File: src/rtl/me_result_decoder.sv
// Turns ME-core best-match indices into signed (dx, dy) around the window centre and keeps a
// small history FIFO. Defining ME_RESULT_BEST_EN builds the lowest-SAD tracker on best_*.
module me_result_decoder #(
    parameter int TB_LENGTH    = 16,
    parameter int SW_LENGTH    = 64,
    parameter int PE_OUT_WIDTH = 8,
    parameter int DEPTH        = 4,
    localparam int SAD_WIDTH   = $clog2(TB_LENGTH**2) + PE_OUT_WIDTH,
    localparam int RANGE       = SW_LENGTH - TB_LENGTH + 1,
    localparam int CNT_WIDTH   = $clog2(RANGE**2),
    localparam int VEC_WIDTH   = $clog2(RANGE) + 1,
    localparam int CENTER      = (RANGE - 1) / 2,
    localparam int CW          = $clog2(DEPTH) + 1
) (
    input  logic                 RSTN,
    input  logic                 clk,
    input  logic                 ack,
    input  logic [SAD_WIDTH-1:0] min_sad,
    input  logic [CNT_WIDTH-1:0] min_mvec,
    output logic                 busy,
    output logic                 empty,
    output logic                 full,
    output logic [CW-1:0]        count,
    input  logic                 pop,
    output logic [SAD_WIDTH-1:0] head_sad,
    output logic [VEC_WIDTH-1:0] head_dx,
    output logic [VEC_WIDTH-1:0] head_dy,
    output logic                 head_err,
    output logic                 overflow,
    output logic                 miss,
    output logic [SAD_WIDTH-1:0] best_sad,
    output logic [VEC_WIDTH-1:0] best_dx,
    output logic [VEC_WIDTH-1:0] best_dy,
    output logic [1:0]           state_dbg
);
    localparam int QW = $clog2(RANGE);
    localparam int PW = $clog2(DEPTH);
    localparam int EW = SAD_WIDTH + 2 * VEC_WIDTH + 1;
    localparam logic [CNT_WIDTH-1:0] RANGE_C  = CNT_WIDTH'(RANGE);
    localparam logic [QW-1:0]        QMAX     = QW'(RANGE - 1);
    localparam logic [VEC_WIDTH-1:0] CENTER_V = VEC_WIDTH'(CENTER);
    localparam logic [CNT_WIDTH:0]   LIMIT    = (CNT_WIDTH + 1)'(RANGE * RANGE);
    localparam logic [CW-1:0]        FULL_C   = CW'(DEPTH);

    typedef enum logic [1:0] {S_IDLE = 2'd0, S_DIV = 2'd1, S_PUSH = 2'd2} state_t;

    state_t                 state_q, state_d;
    logic                   ack_d_q, armed_q;
    logic [CNT_WIDTH-1:0]   rem_q, rem_d;
    logic [QW-1:0]          q_q, q_d;
    logic [SAD_WIDTH-1:0]   sad_q, sad_d;
    logic                   err_q, err_d;
    logic [VEC_WIDTH-1:0]   dx_q, dx_d, dy_q, dy_d;
    logic                   miss_q, miss_d;
    logic                   ack_rise;

    // armed_q stays low until ack has been seen low, so an ack held across reset release is ignored.
    assign ack_rise = ack & ~ack_d_q & armed_q;

    always_ff @(posedge clk or negedge RSTN) begin
        if (!RSTN) begin
            state_q <= S_IDLE;
            ack_d_q <= 1'b0;
            armed_q <= 1'b0;
            rem_q   <= '0;
            q_q     <= '0;
            sad_q   <= '0;
            err_q   <= 1'b0;
            dx_q    <= '0;
            dy_q    <= '0;
            miss_q  <= 1'b0;
        end else begin
            state_q <= state_d;
            ack_d_q <= ack;
            armed_q <= armed_q | ~ack;
            rem_q   <= rem_d;
            q_q     <= q_d;
            sad_q   <= sad_d;
            err_q   <= err_d;
            dx_q    <= dx_d;
            dy_q    <= dy_d;
            miss_q  <= miss_d;
        end
    end

    always_comb begin
        state_d = state_q;
        rem_d   = rem_q;
        q_d     = q_q;
        sad_d   = sad_q;
        err_d   = err_q;
        dx_d    = dx_q;
        dy_d    = dy_q;
        miss_d  = miss_q | (ack_rise & (state_q != S_IDLE));
        case (state_q)
            S_IDLE: begin
                if (ack_rise) begin
                    state_d = S_DIV;
                    rem_d   = min_mvec;
                    q_d     = '0;
                    sad_d   = min_sad;
                    err_d   = ({1'b0, min_mvec} >= LIMIT);
                end
            end
            S_DIV: begin
                // q saturates at RANGE-1 so out-of-range indices still terminate.
                if (rem_q >= RANGE_C && q_q < QMAX) begin
                    rem_d = rem_q - RANGE_C;
                    q_d   = q_q + QW'(1);
                end else begin
                    dx_d    = err_q ? '0 : VEC_WIDTH'(rem_q) - CENTER_V;
                    dy_d    = err_q ? '0 : VEC_WIDTH'(q_q) - CENTER_V;
                    state_d = S_PUSH;
                end
            end
            S_PUSH:  state_d = S_IDLE;
            default: state_d = S_IDLE;
        endcase
    end

    logic [EW-1:0] mem_q [DEPTH];
    logic [PW-1:0] rd_ptr_q, rd_ptr_d, wr_ptr_q, wr_ptr_d;
    logic [CW-1:0] count_q, count_d;
    logic [EW-1:0] head_q, head_d, new_entry;
    logic          overflow_q, overflow_d;
    logic          push, do_pop, is_full;

    assign push      = (state_q == S_PUSH);
    assign is_full   = (count_q == FULL_C);
    assign do_pop    = pop & (count_q != '0);
    assign new_entry = {sad_q, dx_q, dy_q, err_q};

    always_comb begin
        rd_ptr_d   = rd_ptr_q;
        wr_ptr_d   = wr_ptr_q;
        count_d    = count_q;
        overflow_d = overflow_q;
        head_d     = head_q;
        if (push) begin
            wr_ptr_d = wr_ptr_q + PW'(1);
            if (do_pop) begin
                rd_ptr_d = rd_ptr_q + PW'(1);
            end else if (is_full) begin
                rd_ptr_d   = rd_ptr_q + PW'(1);
                overflow_d = 1'b1;
            end else begin
                count_d = count_q + CW'(1);
            end
        end else if (do_pop) begin
            rd_ptr_d = rd_ptr_q + PW'(1);
            count_d  = count_q - CW'(1);
        end
        // The new head may be the entry being written this same cycle.
        if (push || do_pop)
            head_d = (push && wr_ptr_q == rd_ptr_d) ? new_entry : mem_q[rd_ptr_d];
    end

    always_ff @(posedge clk) begin
        if (push) mem_q[wr_ptr_q] <= new_entry;
    end

    always_ff @(posedge clk or negedge RSTN) begin
        if (!RSTN) begin
            rd_ptr_q   <= '0;
            wr_ptr_q   <= '0;
            count_q    <= '0;
            overflow_q <= 1'b0;
            head_q     <= '0;
        end else begin
            rd_ptr_q   <= rd_ptr_d;
            wr_ptr_q   <= wr_ptr_d;
            count_q    <= count_d;
            overflow_q <= overflow_d;
            head_q     <= head_d;
        end
    end

    assign busy      = (state_q != S_IDLE);
    assign empty     = (count_q == '0);
    assign full      = is_full;
    assign count     = count_q;
    assign overflow  = overflow_q;
    assign miss      = miss_q;
    assign state_dbg = state_q;
    assign head_sad  = head_q[EW-1 -: SAD_WIDTH];
    assign head_dx   = head_q[2*VEC_WIDTH : VEC_WIDTH+1];
    assign head_dy   = head_q[VEC_WIDTH:1];
    assign head_err  = head_q[0];

`ifdef ME_RESULT_BEST_EN
    logic [SAD_WIDTH-1:0] best_sad_q;
    logic [VEC_WIDTH-1:0] best_dx_q, best_dy_q;

    always_ff @(posedge clk or negedge RSTN) begin
        if (!RSTN) begin
            best_sad_q <= '1;
            best_dx_q  <= '0;
            best_dy_q  <= '0;
        end else if (push && !err_q && sad_q < best_sad_q) begin
            best_sad_q <= sad_q;
            best_dx_q  <= dx_q;
            best_dy_q  <= dy_q;
        end
    end

    assign best_sad = best_sad_q;
    assign best_dx  = best_dx_q;
    assign best_dy  = best_dy_q;
`else
    assign best_sad = '0;
    assign best_dx  = '0;
    assign best_dy  = '0;
`endif

endmodule
File: config.mk
export PLATFORM = sky130hd
export DESIGN_NAME = me_result_decoder
export DESIGN_NICKNAME = d
export VERILOG_FILES = /design/src/rtl/me_result_decoder.sv
export SDC_FILE = /design/constraint.sdc
export NUM_CORES = 1
export LEC_CHECK = 0
export CORE_MARGIN = 1
export CORE_UTILIZATION = 58
export CTS_BUF_LIST = sky130_fd_sc_hd__clkbuf_4 sky130_fd_sc_hd__clkbuf_8 sky130_fd_sc_hd__clkbuf_16
export DETAILED_ROUTE_END_ITERATION = 10
export PLACE_DENSITY = 0.85
export SYNTH_ARGS = -nofsm -noshare
export SYNTH_HDL_FRONTEND = slang
export SYNTH_SLANG_ARGS = --single-unit
File: constraint.sdc
create_clock -name clk -period 3.25 [get_ports clk]
set_input_delay 0.8125 -clock clk [delete_from_list [all_inputs] [get_ports clk]]
set_output_delay 0.8125 -clock clk [all_outputs]
set_load 0.01 [all_outputs]
==> results.json <==
{
  "status": "complete, no violations",
  "place_congestion": 0.8093,
  "ant_nets": 0,
  "p_per_area_mw_per_mm2": 926.2,
  "drt-total-wl_um": 24970,
  "critPathRequiredTime_ns": 2.44,
  "rsz0062_at_grt": "false",
  "yosysTopAreaCell": "edfxtp_1",
  "clockRootBuffer": "clkbuf_16",
  "maxCapViolCount": 0,
  "grt_first_pass_wirelength_um": 39230,
  "leakagePower_nw": 4.949,
  "ir_worst_vdd_mv": 0.7983,
  "fin_util_pct": 68.50,
  "slew_violations": 0,
  "fmax_ghz": 0.3160,
  "yosys-top-cells-area": "edfxtp_1 35%, dfrtp_1 22%, a221o_1 5.8%",
  "yosysWarnings": 0,
  "async_flop_share_pct": 42.86,
  "reg2reg_depth": 5,
  "setup_ws_ns": 0.08562,
  "cts_sinks": 217,
  "hold_viol": 0,
  "cts_tree": "yes",
  "clock_path_buffers": 3,
  "crit_path_max_fanout": 10,
  "tightest_slew_ns": 1.190,
  "crit_path_start": "count[1]$_DFFE_PN0P_",
  "avgSynthCellArea_sq_um": 11.97,
  "wire_per_inst_um": 21.07,
  "firstDrtPassIters": 6,
  "crit_type": "reg2out",
  "relSlewSlack_pct": 20.53,
  "die_area_sq_mm": 0.01883,
  "fin_setup_tns_ns": 0,
  "cts-htree-levels": 1,
  "drt_iter0_drc": 929,
  "dp_slack_ns": 0.3654,
  "ys.flop_type": "edfxtp_1",
  "fp.dieH_um": 137.2,
  "postCtsSetupRepairBufs": 0,
  "hold_class": "in2async",
  "portBuffers": 72,
  "post-synth-top-count-cell": "edfxtp_1",
  "critPathCaptureType": "output pin",
  "gr-usage-all-layers_pct": 27.44,
  "synth_top_cell_area_share_pct": 35.11,
  "ys_ff_latch": 217,
  "reg2reg_from": "count[1]$_DFFE_PN0P_",
  "cts_hold_buf": 0,
  "die_w_um": 137.2,
  "cts_resized": 0,
  "antenna_cells": 0,
  "vias_per_cell": 6.349,
  "fin_skew_ns": 0.02406,
  "clk_latency_ns": 0.52,
  "grt_pass1_vias": 7520,
  "core_sq_mm": 0.01796,
  "critical_path_arrival_ns": 2.35,
  "syn_area_sq_mm": 0.01061,
  "numCtsBuffers": 23,
  "drive_above_1_share_pct": 13.81,
  "io_pins": 103,
  "netlist_top_cells_count": "124 x edfxtp_1, 99 x nand2_1, 93 x dfrtp_1, 74 x inv_1, 61 x a221o_1",
  "setup_viol": 0,
  "antenna_found_initial": 0,
  "min_period_ns": 3.164,
  "num_rows": 49,
  "p_total_mw": 11.40,
  "synth_edf_count": 124,
  "grt_max_degree": 64,
  "min_period_over_period_pct": 97.37,
  "nNetsFinal": 983,
  "fill_cells": 1207,
  "drc": 0,
  "cp-start-kind": "flip-flop",
  "gr-total-overflow": 0,
  "areaGrowthSynthToFinish_pct": 16.03,
  "path_clk_slew_ns": 0.06,
  "initial_utilization_pct": 59.04,
  "syn_inst": 886,
  "hpwl_um": 14150,
  "ys_seq_area_share_pct": 57.06,
  "num_vias": 7524,
  "ys_types": 61
}
-- cell usage in the layout, fill, tap and decap left out, types with 6 or more instances in the layout --
cell type / Yosys / layout
or3_1: 11 / 11
a22oi_1: 31 / 31
clkbuf_4: 0 / 7
mux2i_1: 37 / 37
conb_1: 1 / 30
clkdlybuf4s50_1: 0 / 71
buf_4: 30 / 20
a222oi_1: 30 / 30
edfxtp_1: 124 / 124
o21ai_0: 24 / 24
nor3b_1: 31 / 31
a221o_1: 61 / 61
clkbuf_16: 0 / 23
a21oi_1: 25 / 25
inv_1: 74 / 74
nand2_1: 99 / 99
mux2_2: 46 / 46
xnor2_1: 6 / 6
nand2b_1: 6 / 6
dfrtp_1: 93 / 91
nor2_1: 10 / 10
nand3_1: 7 / 7
ha_1: 11 / 11
-- where the power goes --
group / internal (mW) / switching [mW] / leakage [nW]
combinational: 1.96 / 2.16 / 2.35
clock: 1.73 / 1.06 / 0.407
sequential: 3.67 / 0.808 / 2.19
total: 7.36 / 4.04 / 4.95
-- registers in the layout (all words and copies together), names as in the netlist --
| signal | flops |
|---|---|
| mem_q | 124 |
| head_q | 31 |
| sad_q | 16 |
| rem_q | 12 |
| dx_q | 7 |
| dy_q | 7 |
| q_q | 6 |
| count | 3 |
| rd_ptr_q | 2 |
| state_dbg | 2 |
| wr_ptr_q | 2 |
| ack_d_q | 1 |
| armed_q | 1 |
| err_q | 1 |
| miss | 1 |
| overflow | 1 |
-- routing by layer --
layer	GRT usage, %	vias up	part of all wire, %
li1	-	3374	-
met1	35.76	3724	39
met2	46.89	378	50
met3	3.900	48	7.8
met4	9.951	0	2.6
met5	0	-	0
-- cell families (layout without fill, tap and decap cells) --
group | Yosys count | after routing | share of synthesized area, %
fa+ha+maj | 12 | 12 | 1.487
compound gates | 206 | 206 | 15.94
flops | 217 | 217 | 57.06
xor+xnor | 10 | 10 | 0.8258
simple gates | 185 | 185 | 8.837
mux | 83 | 83 | 8.377
buf+inv | 172 | 213 | 7.445
other cells | 1 | 30 | 0.03536
-- through the flow --
stage                     hold WS (ns)  instance area (sq um)  cells
after floorplan                 0.4351                  10710    915
after global placement          0.4499                  11490   1143
after detailed placement        0.4590                  11490   1143
after CTS                       0.2556                  12310   1185
after global routing            0.2868                  12310   1185
final                           0.2479                  12310   1185
-- worst paths after layout --
kind                                          end  slack [ns]
max                                         empty        0.09
min                         sad_q[15]$_DFFE_PN0P_        0.25
max reg2reg                head_q[12]$_DFFE_PN0P_        0.35
min reg2reg                  overflow$_DFFE_PN0P_        0.48
max in group asynchronous   rd_ptr_q[0]$_DFF_PN0_        2.26
min in group clk             overflow$_DFFE_PN0P_        0.48
-- cell type report --
| class | instances | area (sq um) | area share, % |
|---|---|---|---|
| multi-input cells | 526 | 3911 | 31.78 |
| clock buffers | 32 | 655.6 | 5.328 |
| flip-flops and latches | 217 | 6053 | 49.19 |
| repair buffers | 96 | 960.9 | 7.809 |
| clock inverters | 10 | 156.4 | 1.271 |
| inverters | 75 | 281.5 | 2.288 |
| well taps | 229 | 286.5 | 2.328 |
-- critical path: stages, from the launching register on --
cell and delay, ns:
dfrtp_1 0.48, or3_1 0.62, inv_1 0.17, clkdlybuf4s50_1 0.55
(Power assumes the default switching activity.)
